`src/rtl/ascii_to_scancode.sv`:
```
// ascii_to_scancode
//   Turns one ASCII character into the PS/2 scan-code set-2 byte stream that a
//   keyboard would send when the character is typed. The sequence is:
//     [12]  code  F0 code  [F0 12]
//   The bracketed left-shift make/break bytes are sent only when the character
//   needs shift.
//
// Ports
//   clk        in   1  clock; all state changes on the rising edge
//   clrn       in   1  asynchronous active-low reset
//   in_ascii   in   8  character to type
//   in_valid   in   1  in_ascii valid
//   in_ready   out  1  high only while idle; a character is taken on in_valid & in_ready
//   capslock   in   1  caps-lock state, sampled together with the character
//   out_byte   out  8  scan-code byte (registered)
//   out_valid  out  1  out_byte valid (registered); high in every non-idle state
//   out_ready  in   1  downstream transmitter takes out_byte
//   busy       out  1  a byte sequence is in progress
//   err        out  1  one-cycle pulse after an unsupported character is taken
module ascii_to_scancode (
    input  logic       clk,
    input  logic       clrn,
    input  logic [7:0] in_ascii,
    input  logic       in_valid,
    output logic       in_ready,
    input  logic       capslock,
    output logic [7:0] out_byte,
    output logic       out_valid,
    input  logic       out_ready,
    output logic       busy,
    output logic       err
);

    localparam logic [7:0] SC_SHIFT = 8'h12;
    localparam logic [7:0] SC_BREAK = 8'hF0;

    typedef enum logic [2:0] {
        IDLE    = 3'd0,
        SH_MK   = 3'd1,
        KEY_MK  = 3'd2,
        KEY_F0  = 3'd3,
        KEY_BRK = 3'd4,
        SH_F0   = 3'd5,
        SH_BRK  = 3'd6
    } state_t;

    typedef struct packed {
        logic       ok;
        logic       shift;
        logic [7:0] code;
    } dec_t;

    // Set-2 make code of a letter key, indexed by the lowercase character.
    function automatic logic [7:0] letter_code(input logic [7:0] lc);
        logic [7:0] c;
        c = 8'h00;
        case (lc)
            8'h61: c = 8'h1C; 8'h62: c = 8'h32; 8'h63: c = 8'h21; 8'h64: c = 8'h23;
            8'h65: c = 8'h24; 8'h66: c = 8'h2B; 8'h67: c = 8'h34; 8'h68: c = 8'h33;
            8'h69: c = 8'h43; 8'h6A: c = 8'h3B; 8'h6B: c = 8'h42; 8'h6C: c = 8'h4B;
            8'h6D: c = 8'h3A; 8'h6E: c = 8'h31; 8'h6F: c = 8'h44; 8'h70: c = 8'h4D;
            8'h71: c = 8'h15; 8'h72: c = 8'h2D; 8'h73: c = 8'h1B; 8'h74: c = 8'h2C;
            8'h75: c = 8'h3C; 8'h76: c = 8'h2A; 8'h77: c = 8'h1D; 8'h78: c = 8'h22;
            8'h79: c = 8'h35; 8'h7A: c = 8'h1A;
            default: c = 8'h00;
        endcase
        return c;
    endfunction

    // Character -> {supported, needs shift, base key code}. Shifted symbols
    // reuse the code of the key they share on a US layout.
    function automatic dec_t decode(input logic [7:0] ch, input logic caps);
        dec_t d;
        logic is_letter;
        logic is_upper;
        d         = '0;
        is_upper  = (ch >= 8'h41) && (ch <= 8'h5A);
        is_letter = is_upper || ((ch >= 8'h61) && (ch <= 8'h7A));
        if (is_letter) begin
            d.ok    = 1'b1;
            d.shift = is_upper ^ caps;
            d.code  = letter_code(ch | 8'h20);
        end else begin
            d.ok = 1'b1;
            case (ch)
                // digits
                8'h30: d.code = 8'h45; 8'h31: d.code = 8'h16; 8'h32: d.code = 8'h1E;
                8'h33: d.code = 8'h26; 8'h34: d.code = 8'h25; 8'h35: d.code = 8'h2E;
                8'h36: d.code = 8'h36; 8'h37: d.code = 8'h3D; 8'h38: d.code = 8'h3E;
                8'h39: d.code = 8'h46;
                // whitespace / control
                8'h20: d.code = 8'h29; 8'h0D: d.code = 8'h5A;
                8'h08: d.code = 8'h66; 8'h09: d.code = 8'h0D;
                // unshifted punctuation  ` - = [ ] \ ; ' , . /
                8'h60: d.code = 8'h0E; 8'h2D: d.code = 8'h4E; 8'h3D: d.code = 8'h55;
                8'h5B: d.code = 8'h54; 8'h5D: d.code = 8'h5B; 8'h5C: d.code = 8'h5D;
                8'h3B: d.code = 8'h4C; 8'h27: d.code = 8'h52; 8'h2C: d.code = 8'h41;
                8'h2E: d.code = 8'h49; 8'h2F: d.code = 8'h4A;
                // shifted symbols  ~ ! @ # $ % ^ & * ( ) _ + { } | : " < > ?
                8'h7E: begin d.code = 8'h0E; d.shift = 1'b1; end
                8'h21: begin d.code = 8'h16; d.shift = 1'b1; end
                8'h40: begin d.code = 8'h1E; d.shift = 1'b1; end
                8'h23: begin d.code = 8'h26; d.shift = 1'b1; end
                8'h24: begin d.code = 8'h25; d.shift = 1'b1; end
                8'h25: begin d.code = 8'h2E; d.shift = 1'b1; end
                8'h5E: begin d.code = 8'h36; d.shift = 1'b1; end
                8'h26: begin d.code = 8'h3D; d.shift = 1'b1; end
                8'h2A: begin d.code = 8'h3E; d.shift = 1'b1; end
                8'h28: begin d.code = 8'h46; d.shift = 1'b1; end
                8'h29: begin d.code = 8'h45; d.shift = 1'b1; end
                8'h5F: begin d.code = 8'h4E; d.shift = 1'b1; end
                8'h2B: begin d.code = 8'h55; d.shift = 1'b1; end
                8'h7B: begin d.code = 8'h54; d.shift = 1'b1; end
                8'h7D: begin d.code = 8'h5B; d.shift = 1'b1; end
                8'h7C: begin d.code = 8'h5D; d.shift = 1'b1; end
                8'h3A: begin d.code = 8'h4C; d.shift = 1'b1; end
                8'h22: begin d.code = 8'h52; d.shift = 1'b1; end
                8'h3C: begin d.code = 8'h41; d.shift = 1'b1; end
                8'h3E: begin d.code = 8'h49; d.shift = 1'b1; end
                8'h3F: begin d.code = 8'h4A; d.shift = 1'b1; end
                default: d = '0;
            endcase
        end
        return d;
    endfunction

    state_t     r_state;
    logic [7:0] r_code;
    logic       r_shift;
    logic [7:0] r_out_byte;
    logic       r_out_valid;
    logic       r_err;
    logic       r_alive;   // low during reset and cleared asynchronously; holds off in_ready until the first clock after release

    dec_t       w_dec;
    logic       w_accept;

    assign w_dec     = decode(in_ascii, capslock);
    assign in_ready  = r_alive && (r_state == IDLE);
    assign w_accept  = in_valid && in_ready;
    assign busy      = (r_state != IDLE);
    assign out_byte  = r_out_byte;
    assign out_valid = r_out_valid;
    assign err       = r_err;

    always_ff @(posedge clk or negedge clrn) begin
        if (!clrn) begin
            r_state     <= IDLE;
            r_code      <= 8'h00;
            r_shift     <= 1'b0;
            r_out_byte  <= 8'h00;
            r_out_valid <= 1'b0;
            r_err       <= 1'b0;
            r_alive     <= 1'b0;
        end else begin
            r_alive <= 1'b1;
            r_err   <= 1'b0;
            case (r_state)
                IDLE: begin
                    if (w_accept) begin
                        if (w_dec.ok) begin
                            // character and caps-lock are latched here; later input changes are ignored
                            r_code      <= w_dec.code;
                            r_shift     <= w_dec.shift;
                            r_out_valid <= 1'b1;
                            if (w_dec.shift) begin
                                r_state    <= SH_MK;
                                r_out_byte <= SC_SHIFT;
                            end else begin
                                r_state    <= KEY_MK;
                                r_out_byte <= w_dec.code;
                            end
                        end else begin
                            r_err <= 1'b1;
                        end
                    end
                end
                default: begin
                    // out_valid is high in every non-idle state, so out_ready alone completes the handshake
                    if (out_ready) begin
                        case (r_state)
                            SH_MK: begin
                                r_state    <= KEY_MK;
                                r_out_byte <= r_code;
                            end
                            KEY_MK: begin
                                r_state    <= KEY_F0;
                                r_out_byte <= SC_BREAK;
                            end
                            KEY_F0: begin
                                r_state    <= KEY_BRK;
                                r_out_byte <= r_code;
                            end
                            KEY_BRK: begin
                                if (r_shift) begin
                                    r_state    <= SH_F0;
                                    r_out_byte <= SC_BREAK;
                                end else begin
                                    r_state     <= IDLE;
                                    r_out_byte  <= 8'h00;
                                    r_out_valid <= 1'b0;
                                end
                            end
                            SH_F0: begin
                                r_state    <= SH_BRK;
                                r_out_byte <= SC_SHIFT;
                            end
                            default: begin
                                r_state     <= IDLE;
                                r_out_byte  <= 8'h00;
                                r_out_valid <= 1'b0;
                            end
                        endcase
                    end
                end
            endcase
        end
    end

endmodule
```
`config.mk`:
```
export PLATFORM = sky130hd
export DESIGN_NAME = ascii_to_scancode
export DESIGN_NICKNAME = d
export VERILOG_FILES = /design/src/rtl/ascii_to_scancode.sv
export SDC_FILE = /design/constraint.sdc
export NUM_CORES = 1
export LEC_CHECK = 0
export CORE_MARGIN = 1
export CORE_UTILIZATION = 63
export CTS_CLUSTER_DIAMETER = 80
export DETAILED_ROUTE_END_ITERATION = 8
export PLACE_DENSITY_LB_ADDON = 0.2
export SETUP_SLACK_MARGIN = 0.5
export SLEW_MARGIN = 20
export SYNTH_ARGS = -nofsm -noshare
export SYNTH_HDL_FRONTEND = slang
export SYNTH_SLANG_ARGS = --single-unit
```
`constraint.sdc`:
```
create_clock -name clk -period 3.66 [get_ports clk]
set_input_delay 0.732 -clock clk [delete_from_list [all_inputs] [get_ports clk]]
set_output_delay 0.732 -clock clk [all_outputs]
set_load 0.02 [all_outputs]
```
# Word level (Yosys, flattened, before mapping)
# Memories as Yosys holds them, arrays and structs flattened.
# Cells that the tools add are included.
# totals
register_bits,23
romBits,896
output_inout_bits,12
elab_cells,132
mem_count,1
# memory_table
memory,words,word_bits,rd,rd_clocked_by_memory_dff,write_ports,line_no,source
(no name shown),128,7,1,0,0,57,case (lc)
# classes
magnitude_cmp,4
eq_ne,55
n_mux,28
bitwise,1
reduce_logical,36
# ops
operator,count
8-bit by 6-bit == test with 1-bit output (second input constant),32
7-bit case mux with 25 select lines,1
8-bit by 7-bit == test with 1-bit output (second input constant),11
8-bit 2-to-1 mux,7
46-bit OR reduction,1
2-bit OR reduction,22
8-bit case mux with 4 select lines,1
8-bit by 4-bit == test with 1-bit output (second input constant),3
21-bit OR reduction,1
8-bit by 7-bit greater-or-equal comparator with 1-bit output (second input constant),2
8-bit by 7-bit less-or-equal comparator with 1-bit output (second input constant),2
3-bit 2-to-1 mux,5
3-bit case mux with 5 select lines,1
1-bit 2-to-1 mux,10
10-bit 2-to-1 mux,1
3-bit by 2-bit == test with 1-bit output (second input constant),2
3-bit == test (second input constant),2
3-bit AND reduction,2
5-bit AND reduction,1
1-bit logical AND,4
2-bit != test (second input constant),2
4-bit OR reduction,1
3-bit by 1-bit == test with 1-bit output (second input constant),1
3-bit logical NOT,1
8 further kinds,8

# Logic depth before layout (Yosys ltp)
# Gate-level depths: netlist of run 1.
# logic_depth
depth_word,8
depth_mapped,12

# Least setup slack after synthesis of run 1
# No wires, ideal clock.
# synth_path
path_type,input to register
startpoint,in in_ascii[0]
endpoint,reg r_out_byte[7] (netlist: out_byte[7])
setup_ns,0.128
arrival_ns,3.160
t_required_ns,3.532
setup_slack_ns,0.373
cell_stages,11
n_path_buf,3
path_cell_list,clkbuf_1 inv_1 ha_1 buf_2 nor4b_1 o211a_1 nor4_1 nand4_2 o31ai_4 buf_6 mux2_1
# synth_via
elab_chain_len,8
elab_cells_between_ends,65
# synth_rtl
element,line_no,source
"start, declared",23,"input logic [7:0] in_ascii,"
"8-bit by 7-bit greater-or-equal comparator with 1-bit output, or another cell as far along",77,is_upper = (ch >= 8'h41) && (ch <= 8'h5A);
"1-bit logical AND, or another cell as far along",77,
"1-bit bitwise XOR, or another cell as far along",81,d.shift = is_upper ^ caps;
10-bit 2-to-1 mux (*),79,if (is_letter) begin
8-bit 2-to-1 mux,166,if (w_dec.shift) begin
8-bit 2-to-1 mux,161,if (w_dec.ok) begin
8-bit 2-to-1 mux,160,if (w_accept) begin
8-bit 2-to-1 mux,158,case (r_state)
"end signal, assigned",171,r_out_byte <= w_dec.code;
"end signal, assigned",184,r_out_byte <= r_code;
"end signal, assigned",192,r_out_byte <= r_code;
"end, declared",130,logic [7:0] r_out_byte;
# Mark *: on every way between the ends. The rest lies on a longest branch, timed or not. The select of a mux whose other input is x is not followed.
# A chain may end at the register's enable or synchronous reset.

# Worst setup path in the final report of run 1
# layout_path
startpoint,in in_ascii[0]
endpoint,reg r_out_byte[6] (netlist: out_byte[6])
# layout_via
elab_chain_len,8
elab_cells_between_ends,89
# layout_rtl
element,line_no
"parallel branches: the longest is 3 deep, another holds memory 128 x 7 bit",-
10-bit 2-to-1 mux (*),79
8-bit 2-to-1 mux,166
8-bit 2-to-1 mux,161
8-bit 2-to-1 mux,160
8-bit 2-to-1 mux,158
# Every way passes the cells marked *. The select of a mux whose other input is x is not followed.

==> impl_results.md, run 1 <==
* Synthesized Nets at 369
* Switching component of the power at between 0.0006 and 0.0007 W
* Cell area after technology mapping at 2740 sq um
* Routed wire length at 8900 um
* Number of different library cells in the post-synthesis netlist at 80
* Critical path launch point type: input pin
* Number of buffers on the longest clock path at 2
* Worst r2r dst: out_byte[6]$_DFFE_PN0P_
* Cell type with the largest total area after synthesis: sky130_fd_sc_hd__dfrtp_1
* Area of the die at approximately 4600 sq um
* Post-synth top flop: sky130_fd_sc_hd__dfrtp_1
* Global-route wire length before repair at 13400 um
* Drt wl/cell at 20.5 um
* Area of the multi-input gates at 2030 sq um
* Kind of capture point of the worst setup path: flip-flop
* Worst vdd rail ir drop at 0.421 mV
* Max_slew headroom at between 50% and 60%
* Fmax at around 0.32 GHz
* Placed cells at 428
* Die width at 67.9 um
* Vias/cell at 7.11
* Synth Register Bits at 22
* Quantity of I/O buffers inserted on ports at 24
* Sequential cell area fraction in the yosys report at ~20%
* Type of the worst setup path: in2reg
* GR Util All Layers at 38.9%
* Logic depth of the worst register-to-register path at 10
* Pre-CTS setup slack at -0.0737 ns
* Register clock-pin slew on the reported worst setup and hold paths at 0.08 ns
* Layout overhead on the synthesized area at 23.6%
* Max Cap Violations at 0
* Via count at 3092
* Count of H-tree levels built during CTS at 1
* Post-route minimum period at 3.13 ns
* GR Layer Usage met2 at 59.0%
* Clk_lat worst skew at approximately 0.26 ns
* Cell types occupying the most area after synthesis: sky130_fd_sc_hd__dfrtp_1, sky130_fd_sc_hd__a21oi_1, sky130_fd_sc_hd__o21ai_0, sky130_fd_sc_hd__nand2_1, sky130_fd_sc_hd__ha_1
* Fraction of layout cells with a size suffix above 1 at 24.4%
* Area share of the largest cell type after synthesis at 20.1%
* Antenna-violating nets left at 0
* Final number of max-transition violations at 0
* Number of optimization iterations in the first detailed-route pass at 7
* Number of cell rows at 23
* Met3 global-route usage at 8.33%
* Maximum net fanout on the critical path at 9
* Endpoint arrival time on the critical path at between 3 and 4 ns
* Yosys Warn Count at 0
* GRT overflow at 0
* Initial Util at 67.0%
* Final HPWL from detailed placement at 6330 um
* Detailed-route DRC error count at 0
* Worst path required time at 3.84 ns
* Avg Synthesized Cell Area at roughly 7.8 sq um
* Unrepaired setup endpoints after global routing: true
* Initial antenna violation count at 0
* Footprint of the flip-flops and latches at 551 sq um
* Cell chosen for the clock root: sky130_fd_sc_hd__clkbuf_8
* Starting DRT DRC Count at 493
* Number of enable flip-flop cells after synthesis at 0
* Part of the power in the clock network at 12.2%
* Gate Count Post-Synth at 349
* Sequential fraction of design power at 30.3%
* Worst min path class: in2async
* Antenna diode count at 0
* Clock tree skew after final layout at 0.00165 ns
* Final setup viols at 0
* Clock tree sinks at 22
* Internal reg-to-reg setup slack at around 1.2 ns
* Final net count at 406
* Internal power at approximately 0.00083 W
* Measured slew at the worst slew-check pin at about 0.65 ns
* Non-filler instance count after layout at 435
* Final critical-path share of the clock period at 85.6%
* Met1 Track Usage GR at about 55%
* Final RePlAce weighted congestion at between 1 and 1.5
* Number of hold buffers added after cts at 0
* Static leakage power at 1.35 nW
* Final-layout fill cell count at 278
* Outcome: completed
* Core region area at between 4000 and 5000 sq um
* Worst setup margin at ~0.53 ns
* Power per cell area at 426 nW/um^2
* Die span in y at 67.9 um
* Via count of the first global-routing pass at 2690
* TritonCTS clock tree: yes
* Layer carrying the most global-route usage: met2
* Proportion of synthesized flip-flops having asynchronous set or reset at 100%
* # IOs at 25
* Critical register-to-register path startpoint: r_state[1]$_DFFE_PN0P_
* Switch share at 42.7%
* Number of hold violations in the final report at 0
* TritonCTS Buffers at 3
* Combinational Power Share at 57.5%
* Pin count of the biggest net entering global routing at 29
==> cell usage after synthesis, types with 5 or more instances <==
cell                        n
sky130_fd_sc_hd__and2_1     5
sky130_fd_sc_hd__nor2_1    14
sky130_fd_sc_hd__nand2_1   24
sky130_fd_sc_hd__a21oi_1   28
sky130_fd_sc_hd__mux2_2     5
sky130_fd_sc_hd__ha_1       7
sky130_fd_sc_hd__buf_2     14
sky130_fd_sc_hd__o22ai_1   10
sky130_fd_sc_hd__dfrtp_1   22
sky130_fd_sc_hd__nand2b_1  10
sky130_fd_sc_hd__inv_1     12
sky130_fd_sc_hd__o21ai_0   20
sky130_fd_sc_hd__clkbuf_1  19
sky130_fd_sc_hd__mux2i_1    8
sky130_fd_sc_hd__nor2b_1   10
sky130_fd_sc_hd__nor3_1     7
sky130_fd_sc_hd__a211oi_1   6
sky130_fd_sc_hd__o211ai_1   5
sky130_fd_sc_hd__nand3_1   16
==> flip-flops by register name, indices dropped and copies added, names as in the netlist <==
name	count
out_byte	8
err	1
out_valid	1
r_code	7
r_state	3
r_alive	1
r_shift	1
==> cell usage in the layout (no fill, tap or decap), drive strengths merged, types with 12 or more instances in the layout <==
cell type,n
o21ai,20
a21oi,28
nand2,24
dfrtp,22
buf,48
clkdlybuf4s50,17
nor2,14
inv,12
nand3,16
==> repair_timing <==
action | 4_1_cts | 5_1_grt
pin swaps | 6 | 2
endpoints found under the setup margin | 20 | 19
buffers inserted | 2 | 1
resized for setup | 14 | 12
==> power groups by stage <==
stage                     Clock [W]  Combinational (W)  Sequential [W]
after floorplan                   0           0.000465        0.000462
after global placement            0           0.000758        0.000430
after detailed placement          0           0.000777        0.000436
after CTS                  0.000178           0.000806        0.000433
after global routing       0.000190           0.000887        0.000449
final                      0.000176           0.000829        0.000436
==> how the worst max path moves through the flow <==
| stage | from | to | slack (ns) | cells past startpoint |
|---|---|---|---|---|
| floorplan | in_ascii[0] | r_code[0]$_DFFE_PN0P_ | 0.54 | 11 |
| global placement | in_ascii[1] | out_byte[4]$_DFFE_PN0P_ | 0.05 | 10 |
| detailed placement | in_ascii[0] | out_byte[4]$_DFFE_PN0P_ | -0.07 | 10 |
| CTS | in_ascii[4] | r_code[5]$_DFFE_PN0P_ | 0.52 | 8 |
| global route | in_ascii[0] | out_byte[6]$_DFFE_PN0P_ | 0.46 | 12 |
| finish | in_ascii[0] | out_byte[6]$_DFFE_PN0P_ | 0.53 | 12 |
==> cells by family after synthesis <==
kind of cell	share of synthesized area, %
buffers and inverters	8.60
other	0.137
muxes	5.40
xor gates and xnor gates	0.640
and+or+nand+nor	28.3
adders and majority gates	3.20
AOI/OAI and AO/OA	33.6
DFF	20.1
==> metal layers <==
layer	up-vias	part of all wire, %
li1	1403	-
met1	1410	42
met2	245	44
met3	34	12
met4	0	2.8
met5	-	0
==> worst max-delay path: stages <==
cell and delay, ns:
sky130_fd_sc_hd__dlygate4sd2_1 0.31, sky130_fd_sc_hd__inv_2 0.13, sky130_fd_sc_hd__ha_1 0.14, sky130_fd_sc_hd__or4b_4 0.47, sky130_fd_sc_hd__o31a_1 0.33, sky130_fd_sc_hd__o32ai_4 0.20
sky130_fd_sc_hd__nand4_2 0.17, sky130_fd_sc_hd__o31ai_4 0.26, sky130_fd_sc_hd__buf_4 0.20, sky130_fd_sc_hd__buf_6 0.13, sky130_fd_sc_hd__a211oi_1 0.04, sky130_fd_sc_hd__a21oi_1 0.19
==> metrics by stage <==
| step | instance area [sq um] | hold WS (ns) | utilization (%) | setup TNS (ns) | total power (W) |
|---|---|---|---|---|---|
| global placement | 3230 | 0.458 | 79.1 | 0 | 0.00119 |
| global route | 3380 | 0.458 | 82.8 | 0 | 0.00153 |
| detailed placement | 3230 | 0.463 | 79.1 | -0.225 | 0.00121 |
| CTS | 3340 | 0.482 | 81.7 | 0 | 0.00142 |
| floorplan | 2750 | 0.436 | - | 0 | 0.000927 |
| finish | 3380 | 0.418 | 82.8 | 0 | 0.00144 |
==> layout make-up <==
class / count / area share (%)
well taps: 50 / 1.85
clock buffers: 4 / 1.63
repair buffers: 71 / 18.8
inverters: 12 / 1.33
multi-input cells: 276 / 60.1
flip-flops and latches: 22 / 16.3
Power figures use the tool's default switching activity.
==> run 2, diff against run 1 <==
--- a/config.mk
+++ b/config.mk
@@ -5,6 +5,7 @@
 export SDC_FILE = /design/constraint.sdc
 export NUM_CORES = 1
 export LEC_CHECK = 0
+export ABC_AREA = 0
 export CORE_MARGIN = 1
 export CORE_UTILIZATION = 63
 export CTS_CLUSTER_DIAMETER = 80
==> constraint.sdc (replaced) <==
create_clock -name clk -period 3.66 [get_ports clk]
set_input_delay 0.732 -clock clk [delete_from_list [all_inputs] [get_ports clk]]
set_output_delay 0.732 -clock clk [all_outputs]
set_load 0.005 [all_outputs]
==> results of run 2 <==
Same layout as run 1 (identical final DEF). Status: completed.
Among the figures that moved: total power 0.00144 W -> 0.00137 W
==> run 3, diff against run 2 <==
--- a/config.mk
+++ b/config.mk
@@ -6,6 +6,7 @@
 export NUM_CORES = 1
 export LEC_CHECK = 0
 export ABC_AREA = 0
+export CAP_MARGIN = 20
 export CORE_MARGIN = 1
 export CORE_UTILIZATION = 63
 export CTS_CLUSTER_DIAMETER = 80
==> results of run 3 <==
Same layout as run 1 (identical final DEF). Status: completed.
Among the figures that moved: total power 0.00144 W -> 0.00137 W
